===== src/rtl/io_map_pkg.sv =====
// io_map_pkg: IO page map and RV32I load formatting shared by the IO blocks.
//   - Output-buffer pages 0x1000_0..0x1000_4 and input-buffer pages
//     0x1001_0 (SW), 0x1001_1 (BTN), 0x1001_2 (EDGE), compared with addr[31:12].
//   - ld_funct3_e: the RV32I load encodings.
//   - ld_format(): selects a byte or half of a 32-bit word and extends it.
package io_map_pkg;

  localparam logic [19:0] IO_PAGE_OUT0 = 20'h10000;
  localparam logic [19:0] IO_PAGE_OUT1 = 20'h10001;
  localparam logic [19:0] IO_PAGE_OUT2 = 20'h10002;
  localparam logic [19:0] IO_PAGE_OUT3 = 20'h10003;
  localparam logic [19:0] IO_PAGE_OUT4 = 20'h10004;

  localparam logic [19:0] IO_PAGE_SW   = 20'h10010;
  localparam logic [19:0] IO_PAGE_BTN  = 20'h10011;
  localparam logic [19:0] IO_PAGE_EDGE = 20'h10012;

  typedef enum logic [2:0] {
    LD_LB  = 3'b000,
    LD_LH  = 3'b001,
    LD_LW  = 3'b010,
    LD_LBU = 3'b100,
    LD_LHU = 3'b101
  } ld_funct3_e;

  // Byte lane off, half lane off[1]; unsupported encodings read as zero.
  function automatic logic [31:0] ld_format(input logic [31:0] word,
                                            input logic [2:0]  funct3,
                                            input logic [1:0]  off);
    logic [7:0]  sel_b;
    logic [15:0] sel_h;
    logic [31:0] res;
    sel_b = word[{off, 3'b000} +: 8];
    if (off[1]) begin
      sel_h = word[31:16];
    end else begin
      sel_h = word[15:0];
    end
    case (funct3)
      LD_LB:   res = {{24{sel_b[7]}}, sel_b};
      LD_LH:   res = {{16{sel_h[15]}}, sel_h};
      LD_LW:   res = word;
      LD_LBU:  res = {24'd0, sel_b};
      LD_LHU:  res = {16'd0, sel_h};
      default: res = 32'd0;
    endcase
    return res;
  endfunction

endpackage


===== src/rtl/io_debounce.sv =====
// io_debounce: one button bit - 2-flop synchroniser, optional inversion,
// and a stability counter that accepts a new level only after
// DEBOUNCE_CYCLES consecutive cycles of disagreement with the held level.
//   i_clk, i_reset : clock, async active-high reset
//   i_pin          : raw asynchronous pin
//   o_deb          : debounced level (1 = pressed)
//   o_rise         : one-cycle pulse in the cycle before o_deb goes 0->1
module io_debounce
  import io_map_pkg::*;
#(
  parameter int DEBOUNCE_CYCLES = 4,
  parameter bit ACTIVE_LOW      = 1'b1
) (
  input  logic i_clk,
  input  logic i_reset,
  input  logic i_pin,
  output logic o_deb,
  output logic o_rise
);

  localparam int CNT_W = (DEBOUNCE_CYCLES > 1) ? $clog2(DEBOUNCE_CYCLES) : 1;
  localparam logic [CNT_W-1:0] CNT_MAX = CNT_W'(DEBOUNCE_CYCLES - 1);

  logic             sync1_r;
  logic             sync2_r;
  logic             deb_r;
  logic [CNT_W-1:0] cnt_r;
  logic             level_s;
  logic             deb_nxt_s;
  logic [CNT_W-1:0] cnt_nxt_s;
  logic             accept_s;

  assign level_s = ACTIVE_LOW ? ~sync2_r : sync2_r;

  // Debounce next-state: any return to the held level restarts the count.
  always_comb begin
    deb_nxt_s = deb_r;
    cnt_nxt_s = cnt_r;
    accept_s  = 1'b0;
    if (level_s == deb_r) begin
      cnt_nxt_s = {CNT_W{1'b0}};
    end else if (cnt_r == CNT_MAX) begin
      deb_nxt_s = level_s;
      cnt_nxt_s = {CNT_W{1'b0}};
      accept_s  = 1'b1;
    end else begin
      cnt_nxt_s = cnt_r + CNT_W'(1);
    end
  end

  // Synchroniser, debounced level and counter registers.
  always_ff @(posedge i_clk or posedge i_reset) begin
    if (i_reset) begin
      sync1_r <= 1'b0;
      sync2_r <= 1'b0;
      deb_r   <= 1'b0;
      cnt_r   <= {CNT_W{1'b0}};
    end else begin
      sync1_r <= i_pin;
      sync2_r <= sync1_r;
      deb_r   <= deb_nxt_s;
      cnt_r   <= cnt_nxt_s;
    end
  end

  assign o_deb  = deb_r;
  assign o_rise = accept_s & level_s;

endmodule


===== src/rtl/input_buffer.sv =====
// input_buffer: load-side IO block. Synchronises switches, debounces
// buttons, keeps sticky press flags and returns formatted load data.
//   i_clk, i_reset       : clock, async active-high reset
//   i_io_sw, i_io_btn    : raw asynchronous board pins
//   i_io_addr, i_funct3  : load address and RV32I load type
//   i_io_rden            : one-cycle load strobe
//   o_ld_data/o_ld_valid : registered result, valid the cycle after i_io_rden
module input_buffer
  import io_map_pkg::*;
#(
  parameter int NUM_SW          = 32,
  parameter int NUM_BTN         = 4,
  parameter int DEBOUNCE_CYCLES = 4,
  parameter bit BTN_ACTIVE_LOW  = 1'b1
) (
  input  logic               i_clk,
  input  logic               i_reset,
  input  logic [NUM_SW-1:0]  i_io_sw,
  input  logic [NUM_BTN-1:0] i_io_btn,
  input  logic [31:0]        i_io_addr,
  input  logic [2:0]         i_funct3,
  input  logic               i_io_rden,
  output logic [31:0]        o_ld_data,
  output logic               o_ld_valid
);

  logic [NUM_SW-1:0]  sw_sync1_r;
  logic [NUM_SW-1:0]  sw_sync2_r;
  logic [NUM_BTN-1:0] btn_deb_s;
  logic [NUM_BTN-1:0] btn_rise_s;
  logic [NUM_BTN-1:0] edge_r;
  logic [NUM_BTN-1:0] edge_nxt_s;
  logic               edge_clr_s;
  logic [19:0]        page_s;
  logic [31:0]        word_s;
  logic               unused_addr_s;

  assign page_s        = i_io_addr[31:12];
  assign unused_addr_s = &{1'b0, i_io_addr[11:2]};

  for (genvar g = 0; g < NUM_BTN; g++) begin : g_btn
    io_debounce #(
      .DEBOUNCE_CYCLES (DEBOUNCE_CYCLES),
      .ACTIVE_LOW      (BTN_ACTIVE_LOW)
    ) u_deb (
      .i_clk   (i_clk),
      .i_reset (i_reset),
      .i_pin   (i_io_btn[g]),
      .o_deb   (btn_deb_s[g]),
      .o_rise  (btn_rise_s[g])
    );
  end

  // Switch synchroniser; switches are level inputs and skip debounce.
  always_ff @(posedge i_clk or posedge i_reset) begin
    if (i_reset) begin
      sw_sync1_r <= {NUM_SW{1'b0}};
      sw_sync2_r <= {NUM_SW{1'b0}};
    end else begin
      sw_sync1_r <= i_io_sw;
      sw_sync2_r <= sw_sync1_r;
    end
  end

  // Page decode into the 32-bit word to be formatted.
  always_comb begin
    word_s = 32'd0;
    case (page_s)
      IO_PAGE_SW:   word_s = 32'(sw_sync2_r);
      IO_PAGE_BTN:  word_s = 32'(btn_deb_s);
      IO_PAGE_EDGE: word_s = 32'(edge_r);
      default:      word_s = 32'd0;
    endcase
  end

  // Sticky edges: a read of the EDGE page clears, a new press in the same
  // cycle is OR-ed in afterwards so it survives the clear.
  always_comb begin
    edge_clr_s = i_io_rden & (page_s == IO_PAGE_EDGE);
    if (edge_clr_s) begin
      edge_nxt_s = btn_rise_s;
    end else begin
      edge_nxt_s = edge_r | btn_rise_s;
    end
  end

  // Edge flag register.
  always_ff @(posedge i_clk or posedge i_reset) begin
    if (i_reset) begin
      edge_r <= {NUM_BTN{1'b0}};
    end else begin
      edge_r <= edge_nxt_s;
    end
  end

  // Load result register; data holds between reads.
  always_ff @(posedge i_clk or posedge i_reset) begin
    if (i_reset) begin
      o_ld_data  <= 32'd0;
      o_ld_valid <= 1'b0;
    end else if (i_io_rden) begin
      o_ld_data  <= ld_format(word_s, i_funct3, i_io_addr[1:0]);
      o_ld_valid <= 1'b1;
    end else begin
      o_ld_data  <= o_ld_data;
      o_ld_valid <= 1'b0;
    end
  end

endmodule


===== config.mk =====
export PLATFORM = sky130hd
export DESIGN_NAME = input_buffer
export DESIGN_NICKNAME = d
export VERILOG_FILES = /design/src/rtl/io_map_pkg.sv /design/src/rtl/io_debounce.sv /design/src/rtl/input_buffer.sv
export SDC_FILE = /design/constraint.sdc
export NUM_CORES = 1
export LEC_CHECK = 0
export BUFFER_PORTS_ARGS = -buffer_cell sky130_fd_sc_hd__buf_2
export CAP_MARGIN = 20
export CORE_ASPECT_RATIO = 0.6
export CORE_UTILIZATION = 45
export DETAILED_ROUTE_END_ITERATION = 10
export PLACE_DENSITY = 0.78
export RECOVER_POWER = 50
export SETUP_SLACK_MARGIN = 0.05
export SYNTH_ARGS = -nofsm -noshare
export SYNTH_HDL_FRONTEND = slang
export SYNTH_SLANG_ARGS = --single-unit
export TNS_END_PERCENT = 50

===== constraint.sdc =====
create_clock -name i_clk -period 11.1 [get_ports i_clk]
set_input_delay 2.775 -clock i_clk [delete_from_list [all_inputs] [get_ports i_clk]]
set_output_delay 2.775 -clock i_clk [all_outputs]
set_load 0.1 [all_outputs]

Yosys cells after proc, flatten, opt, wreduce, memory -nomap -nowiden
Cells that the tools add are included.

word-level totals
  register bits after elaboration = 121
  output and inout bits = 33
  logic and storage cells = 81

operators by class
  $add $sub $neg = 4
  equality and inequality tests = 15
  shift operators = 1
  muxes and demuxes = 21
  bitwise operators = 14
  reductions and logical operators = 5

operators with widths
  cell                  count
  $pmux 32 s5           1
  $pmux 32 s3           1
  $eq 20x17->1 const B  3
  $shiftx 32x6->8       1
  $mux 16               1
  $mux 2                8
  $mux 1                9
  $add 2x1->2 const B   4
  $eq 2x2->1 const B    4
  $not 1->1             8
  $reduce_and 2->1      4
  $eq 3x3->1 const B    2
  $and 1x1->1           5
  $eq 1x1->1            4
  $mux 4                1
  $or 4x4->4            1
  $eq 3x1->1 const B    1
  $eq 3x2->1 const B    1
  $logic_not 3->1       1

Depth between registers and ports, before layout
Gate-level depths: netlist of run 1.

  depth after elaboration = 6
  depth in mapped cells = 7

Hierarchy
A second synthesis of run 1 with hierarchy kept.

second synthesis, totals
  cell total of the unflattened synthesis = 312
  area, all modules = 4435.5 um^2

by module, submodules not included
  module        instances  cells each  area an instance (um^2)  seq. area each (um^2)
  input_buffer  1          256         3719.8                   2527.4
  io_debounce   4          14          178.9                    125.1

Worst setup path before layout of run 1
Ideal clock, no wire load.

  path kind = input to register
  start = input port i_io_addr[0]
  end = register o_ld_data[17]
  arrival = 3.927 ns
  required time = 10.977 ns
  path slack = 7.050 ns
  stages = 5
  cell sequence = clkbuf_1 > mux4_2 > o2111ai_2 > buf_2 > nand2_1

between the ends
  longest elaborated chain between the ends = 2

ends and longest elaborated chain
  item                    RTL line             text
  start: declaration      input_buffer.sv:20   input logic [31:0] i_io_addr,
  $shiftx 32x6->8         io_map_pkg.sv:33     sel_b = word[{off, 3'b000} +: 8];
  $pmux 32 s5             io_map_pkg.sv:39     case (funct3)
  end signal: assignment  input_buffer.sv:102  o_ld_data <= ld_format(word_s, i_funct3, i_io_addr[1:0]);
  end signal: assignment  input_buffer.sv:105  o_ld_data <= o_ld_data;
  end: declaration        input_buffer.sv:23   output logic [31:0] o_ld_data,

Every way passes these cells.
A chain may end at the register's enable or synchronous reset.

==> results.toml, run 1 <==
[worst_setup_path]
critPathCaptureType = "register"
crit_required_ns = 11.43
arrival_ns = 5.64
reg2reg_from = "sw_sync2_r[23]"
r2r_end = "o_ld_data[27]"
r2r_setup_slack_ns = 9.14
startpoint = "i_io_rden"
r2r.worst_path.cells = 3
crit_path_start_kind = "input port"
critPathCapture = "o_ld_data[17]"
cp_max_fo = 35
path_cells = "clkbuf_1 -> nor4b_1 -> and4_1 -> and4b_1 -> a21oi_1 -> nand2_1"
crit_type = "in -> reg"
worst_path_largest_cell_delay_ns = 1.16
slowest_stage = "clkbuf_1"

[synthesis]
synth_nets = 411
synthesis.area_um2 = 4453
yosysMostFrequentCell = "dfrtp_1"
synth_edf_count = 0
ys_seq_area_share_pct = 68.00
syn_inst = 333
synth_top_area_cell = "dfrtp_1"
synth_ff_type = "dfrtp_1"
avgSynthCellArea_um2 = 13.37
synth_top_cells_by_area = "dfrtp_1, nor2b_1, o22ai_1, inv_1, a21oi_1"
synth_seq_cells = 121
yosysWarnings = 0
yosys.area.top_type_share_pct = 68.00
async_reset_ff_share_pct = 100.0
synth_cell_types = 46
ys_top_cells_by_count = "dfrtp_1, inv_1, nand2_1, nor2b_1, a21oi_1"

[run_status]
violations = "capacitance limit, slew limit"
status = "finished, violations left"

[timing]
maxClockFrequency_mhz = 188.2
slew_headroom_pct = -9.843
finalSetupViolations = 0
final_max_slew_viol_count = 74
finalCriticalPeriod_ns = 5.315
tns_ns = 0
setup_ws_ns = 5.785
skew_ns = 0.006289
whs_ns = 0.3449
rsz0062_at_grt = "false"
timing.final.hold_violations = 0
worst_pin_slew_ns = 1.648
min_period_over_period_pct = 47.88

[floorplan]
die_w_um = 130.4
die_area_um2 = 10310
num_rows = 27
core_region_area_um2 = 9392
io_pins = 107
initial_core_util_pct = 47.42
die_h_um = 79.06

[finish]
fin_cells = 579
syn_to_final_growth_pct = 26.92
fin_util_pct = 60.18
final_nets = 514
antennaDiodeCount = 0
n_fill_cell = 775
drive_gt1_share_pct = 32.96

[clocking]
cts.clk_slew.worst_paths_ns = 0.05
post_cts_resized = 0
cts_tree = "built"
post_cts_buffers = 0
clk_latency_ns = 0.41
clk_path_buf_depth = 2
cts-buffers-inserted = 17
cts_hold_buf = 0
ctsHtreeMaxLevel = 4
clock-root-buffer = "clkbuf_16"
clock_sinks = 121

[drt]
post_drt_wl_per_cell_um = 16.75
drtAntennaViolNets = 0
drt_iter0_markers = 249
dr.pass1.iters = 5
drc = 0
via_count = 2991
vias_per_cell = 5.166
wl_mm = 9.701

[place]
dp.final_hpwl_mm = 6.647
dp.cells = 546
gp_congestion = 0.7846
place_ws_ns = 6.041
io_buffers = 96

[global_routing]
grt_max_degree = 86
overflow = 0
grt_pass1_wl_mm = 14.74
grt_usage_pct = 20.20
grt_pass1_vias = 2927
antenna_found_initial = 0

[power_and_ir_drop]
vdd_ir_drop_max_mv = 0.1313
leakage_nw = 2.752
power.density_nw_per_um2 = 204.5

[hold_path]
hold_class = "reg -> reg"

[run]
max_cap_violations = 2
[cell usage in the layout (no fill, tap or decap), types with 8 or more instances in the layout]
cell type / n
a221oi_1: 8
a21oi_1: 17
nor2_1: 16
buf_2: 94
clkbuf_16: 17
inv_1: 22
o22ai_1: 16
nand2_1: 19
dfrtp_1: 121
nor2b_1: 19
[registers in the layout (all words and copies together) (netlist names)]
register / flops
o_ld_data: 32
sw_sync1_r: 32
sw_sync2_r: 32
g_btn.u_deb.cnt_r: 8
edge_r: 4
g_btn.u_deb.o_deb: 4
g_btn.u_deb.sync1_r: 4
g_btn.u_deb.sync2_r: 4
o_ld_valid: 1
[how the worst min path moves through the flow]
| stage | startpoint | endpoint | slack, ns | cells after the start |
|---|---|---|---|---|
| final | sw_sync1_r[28] | sw_sync2_r[28] | 0.34 | 0 |
| after global routing | sw_sync1_r[19] | sw_sync2_r[19] | 0.35 | 0 |
| after CTS | sw_sync1_r[8] | sw_sync2_r[8] | 0.34 | 0 |
| after detailed placement | sw_sync1_r[11] | sw_sync2_r[11] | 0.33 | 0 |
| after global placement | sw_sync1_r[26] | sw_sync2_r[26] | 0.33 | 0 |
| after floorplan | g_btn[0].u_deb.sync1_r | g_btn[0].u_deb.sync2_r | 0.33 | 0 |
[routing by layer]
metal	GRT usage [%]	up-vias	part of all wire, %
li1	-	1390	-
met1	28.25	1468	47
met2	29.04	123	44
met3	7.210	10	8.0
met4	7.241	0	0.93
met5	0	-	0
[logic make-up after synthesis]
logic type	count (synthesis)	share of synthesized area, %
flip-flops	121	68.00
AND/OR/NAND/NOR	86	11.44
AO/OA/AOI/OAI	68	11.38
buffers and inverters	37	3.877
multiplexers	13	3.400
XOR/XNOR	4	0.7867
adder cells (fa/ha/maj)	4	1.124
[stage by stage]
stage	cell area, um^2	power [mW]
2_1_floorplan	4453	0.5728
3_3_place_gp	5020	0.5988
3_5_place_dp	5020	0.6061
4_1_cts	5632	1.166
5_1_grt	5652	1.205
6_report	5652	1.156
[power by group]
| group | switching (mW) | leakage, nW | total (mW) | internal, mW |
|---|---|---|---|---|
| Combinational | 0.0524 | 0.965 | 0.0958 | 0.0435 |
| Clock | 0.195 | 0.297 | 0.555 | 0.360 |
| Sequential | 0.0255 | 1.49 | 0.505 | 0.480 |
| Total | 0.273 | 2.75 | 1.16 | 0.883 |
[critical path, delay by kind of cell]
kind | cells | cell delay, ns
compound gates | 1 | 0.19
buf+inv | 1 | 1.16
simple gates | 4 | 1.51
[cell type report]
type                       count  area [um^2]  share of cell area (%)
inverter                      23        87.58                   1.550
tap                          130        162.7                   2.878
clock inverter                14        172.7                   3.055
clock buffer                  18        439.2                   7.771
sequential                   121         3028                   53.58
timing repair buffer          98        509.2                   9.010
multi-input combinational    175         1252                   22.16
No activity file was read; power rests on OpenSTA's default activity.
==> run 2: changes to the inputs <==
==> constraint.sdc (replaced) <==
create_clock -name i_clk -period 5.25 [get_ports i_clk]
set_input_delay 1.3125 -clock i_clk [delete_from_list [all_inputs] [get_ports i_clk]]
set_output_delay 1.3125 -clock i_clk [all_outputs]
set_load 0.1 [all_outputs]
==> run 2 against run 1 <==
  * The run still ends with capacitance limit, slew limit left
  * Utilization rose by 0.11 points
  * Global-route usage is 1.2 points higher
  * Count of clock-buffer cells in the layout up 3
==> results.toml, run 2 (synthesized netlist as in run 1, its figures left out) <==
[clocking]
clock-root-buffer = "clkbuf_16"
cts-buffers-inserted = 17
cts_tree = "built"
clk_latency_ns = 0.40
cts_hold_buf = 0
clock_sinks = 121
post_cts_buffers = 0
clk_path_buf_depth = 2
post_cts_resized = 0
ctsHtreeMaxLevel = 4
cts.clk_slew.worst_paths_ns = 0.05

[floorplan]
core_region_area_um2 = 9392
die_area_um2 = 10310
die_h_um = 79.06
die_w_um = 130.4
io_pins = 107
initial_core_util_pct = 47.42
num_rows = 27

[worst_setup_path]
critPathCaptureType = "register"
cp_max_fo = 35
cp.buffers_inverters = 1
arrival_ns = 4.16
crit_path_start_kind = "input port"
worst_path_largest_cell_delay_ns = 1.14
path_cells = "clkbuf_1 -> nor4b_1 -> and4_1 -> and4b_1 -> a21oi_1 -> nand2_1"
cpLargestDelayFamily = "simple AND/OR/NAND/NOR gates"
crit_type = "in -> reg"
slowest_stage = "clkbuf_1"
startpoint = "i_io_rden"
reg2reg_from = "sw_sync2_r[31]"
crit_required_ns = 5.57

[global_routing]
antenna_found_initial = 0
grt_max_degree = 51
grt_pass1_vias = 3151
overflow = 0
grt_usage_pct = 21.45
grt_pass1_wl_mm = 15.83

[drt]
vias_per_cell = 5.225
post_drt_wl_per_cell_um = 17.21
drc = 0
dr.pass1.iters = 5
wl_mm = 9.962
drt_iter0_markers = 214
drtAntennaViolNets = 0
via_count = 3025

[finish]
top_regs = "o_ld_data (32), sw_sync1_r (32), sw_sync2_r (32)"
fin_cells = 579
antennaDiodeCount = 0
drive_gt1_share_pct = 31.85
final_nets = 514
final_cell_area_um2 = 5662
layout_commonest_cell = "dfrtp_1"
final_cell_mix = "dfrtp_1, buf_2, inv_1"
syn_to_final_growth_pct = 27.14

[place]
place_area_um2 = 5027
dp.cells = 547
gp_congestion = 0.7703
io_buffers = 96
dp.final_hpwl_mm = 7.053

[power_and_ir_drop]
power.density_nw_per_um2 = 445.9
vdd_ir_drop_max_mv = 0.2648
leakage_nw = 2.754
p_total_mw = 2.525

[timing]
min_period_over_period_pct = 73.14
timing.final.hold_violations = 0
worst_pin_slew_ns = 1.682
tns_ns = 0
finalSetupViolations = 0
whs_ns = 0.3454
finalCriticalPeriod_ns = 3.840
slew_headroom_pct = -12.75
maxClockFrequency_mhz = 260.4
rsz0062_at_grt = "false"
skew_ns = 0.005632
final_max_slew_viol_count = 111

[run_status]
violations = "capacitance limit, slew limit"
status = "finished, violations left"

[hold_path]
hold_class = "reg -> reg"
hp-start = "sw_sync1_r[8]"

[run]
max_cap_violations = 3
[run 2: changes by cell type in the layout (fill, tap and decap cells not counted), sizes merged]
cell      change
clkbuf        +5
buf           -2
inv           -1
clkinvlp      -1
clkinv        -3
bufinv        +2
[run 2: per-layer routing]
layer  track usage (%)  up-vias  routed length, um
met5                 0        -                  0
met2             33.24      128               4585
met3             7.210       10                766
met4             6.897        0                 90
li1                  -     1398                  -
met1             28.55     1489               4521
[run 2: worst paths after layout]
path                       cells past startpoint        endpoint  slack, ns
setup / recovery                               6   o_ld_data[17]       1.41
hold / removal                                 0   sw_sync2_r[8]       0.35
setup reg to reg                               3   o_ld_data[17]       3.30
hold reg to reg                                0   sw_sync2_r[8]       0.35
max in group asynchronous                      3  sw_sync2_r[17]       1.80
min in group asynchronous                      2   o_ld_data[16]       1.31
[run 2: area by class of cell]
cell class                 count  area, um^2
tap                          130       162.7
sequential                   121        3028
clock inverter                11       193.9
multi-input combinational    175        1252
timing repair buffer          98       486.7
fill                         767        3730
inverter                      23       87.58
clock buffer                  21       450.4
[run 2: per-stage QoR]
stage	utilization (%)	setup slack, ns
floorplan	-	0.7233
global placement	53.53	1.761
detailed placement	53.53	1.607
CTS	60.39	2.031
global route	60.29	1.188
finish	60.29	1.410
[run 2: power by group]
| part | switching, mW | internal (mW) | leakage (nW) | total (mW) |
|---|---|---|---|---|
| combinational | 0.117 | 0.0910 | 0.952 | 0.208 |
| sequential | 0.0539 | 1.01 | 1.49 | 1.07 |
| clock | 0.393 | 0.855 | 0.312 | 1.25 |
| total | 0.564 | 1.96 | 2.75 | 2.52 |
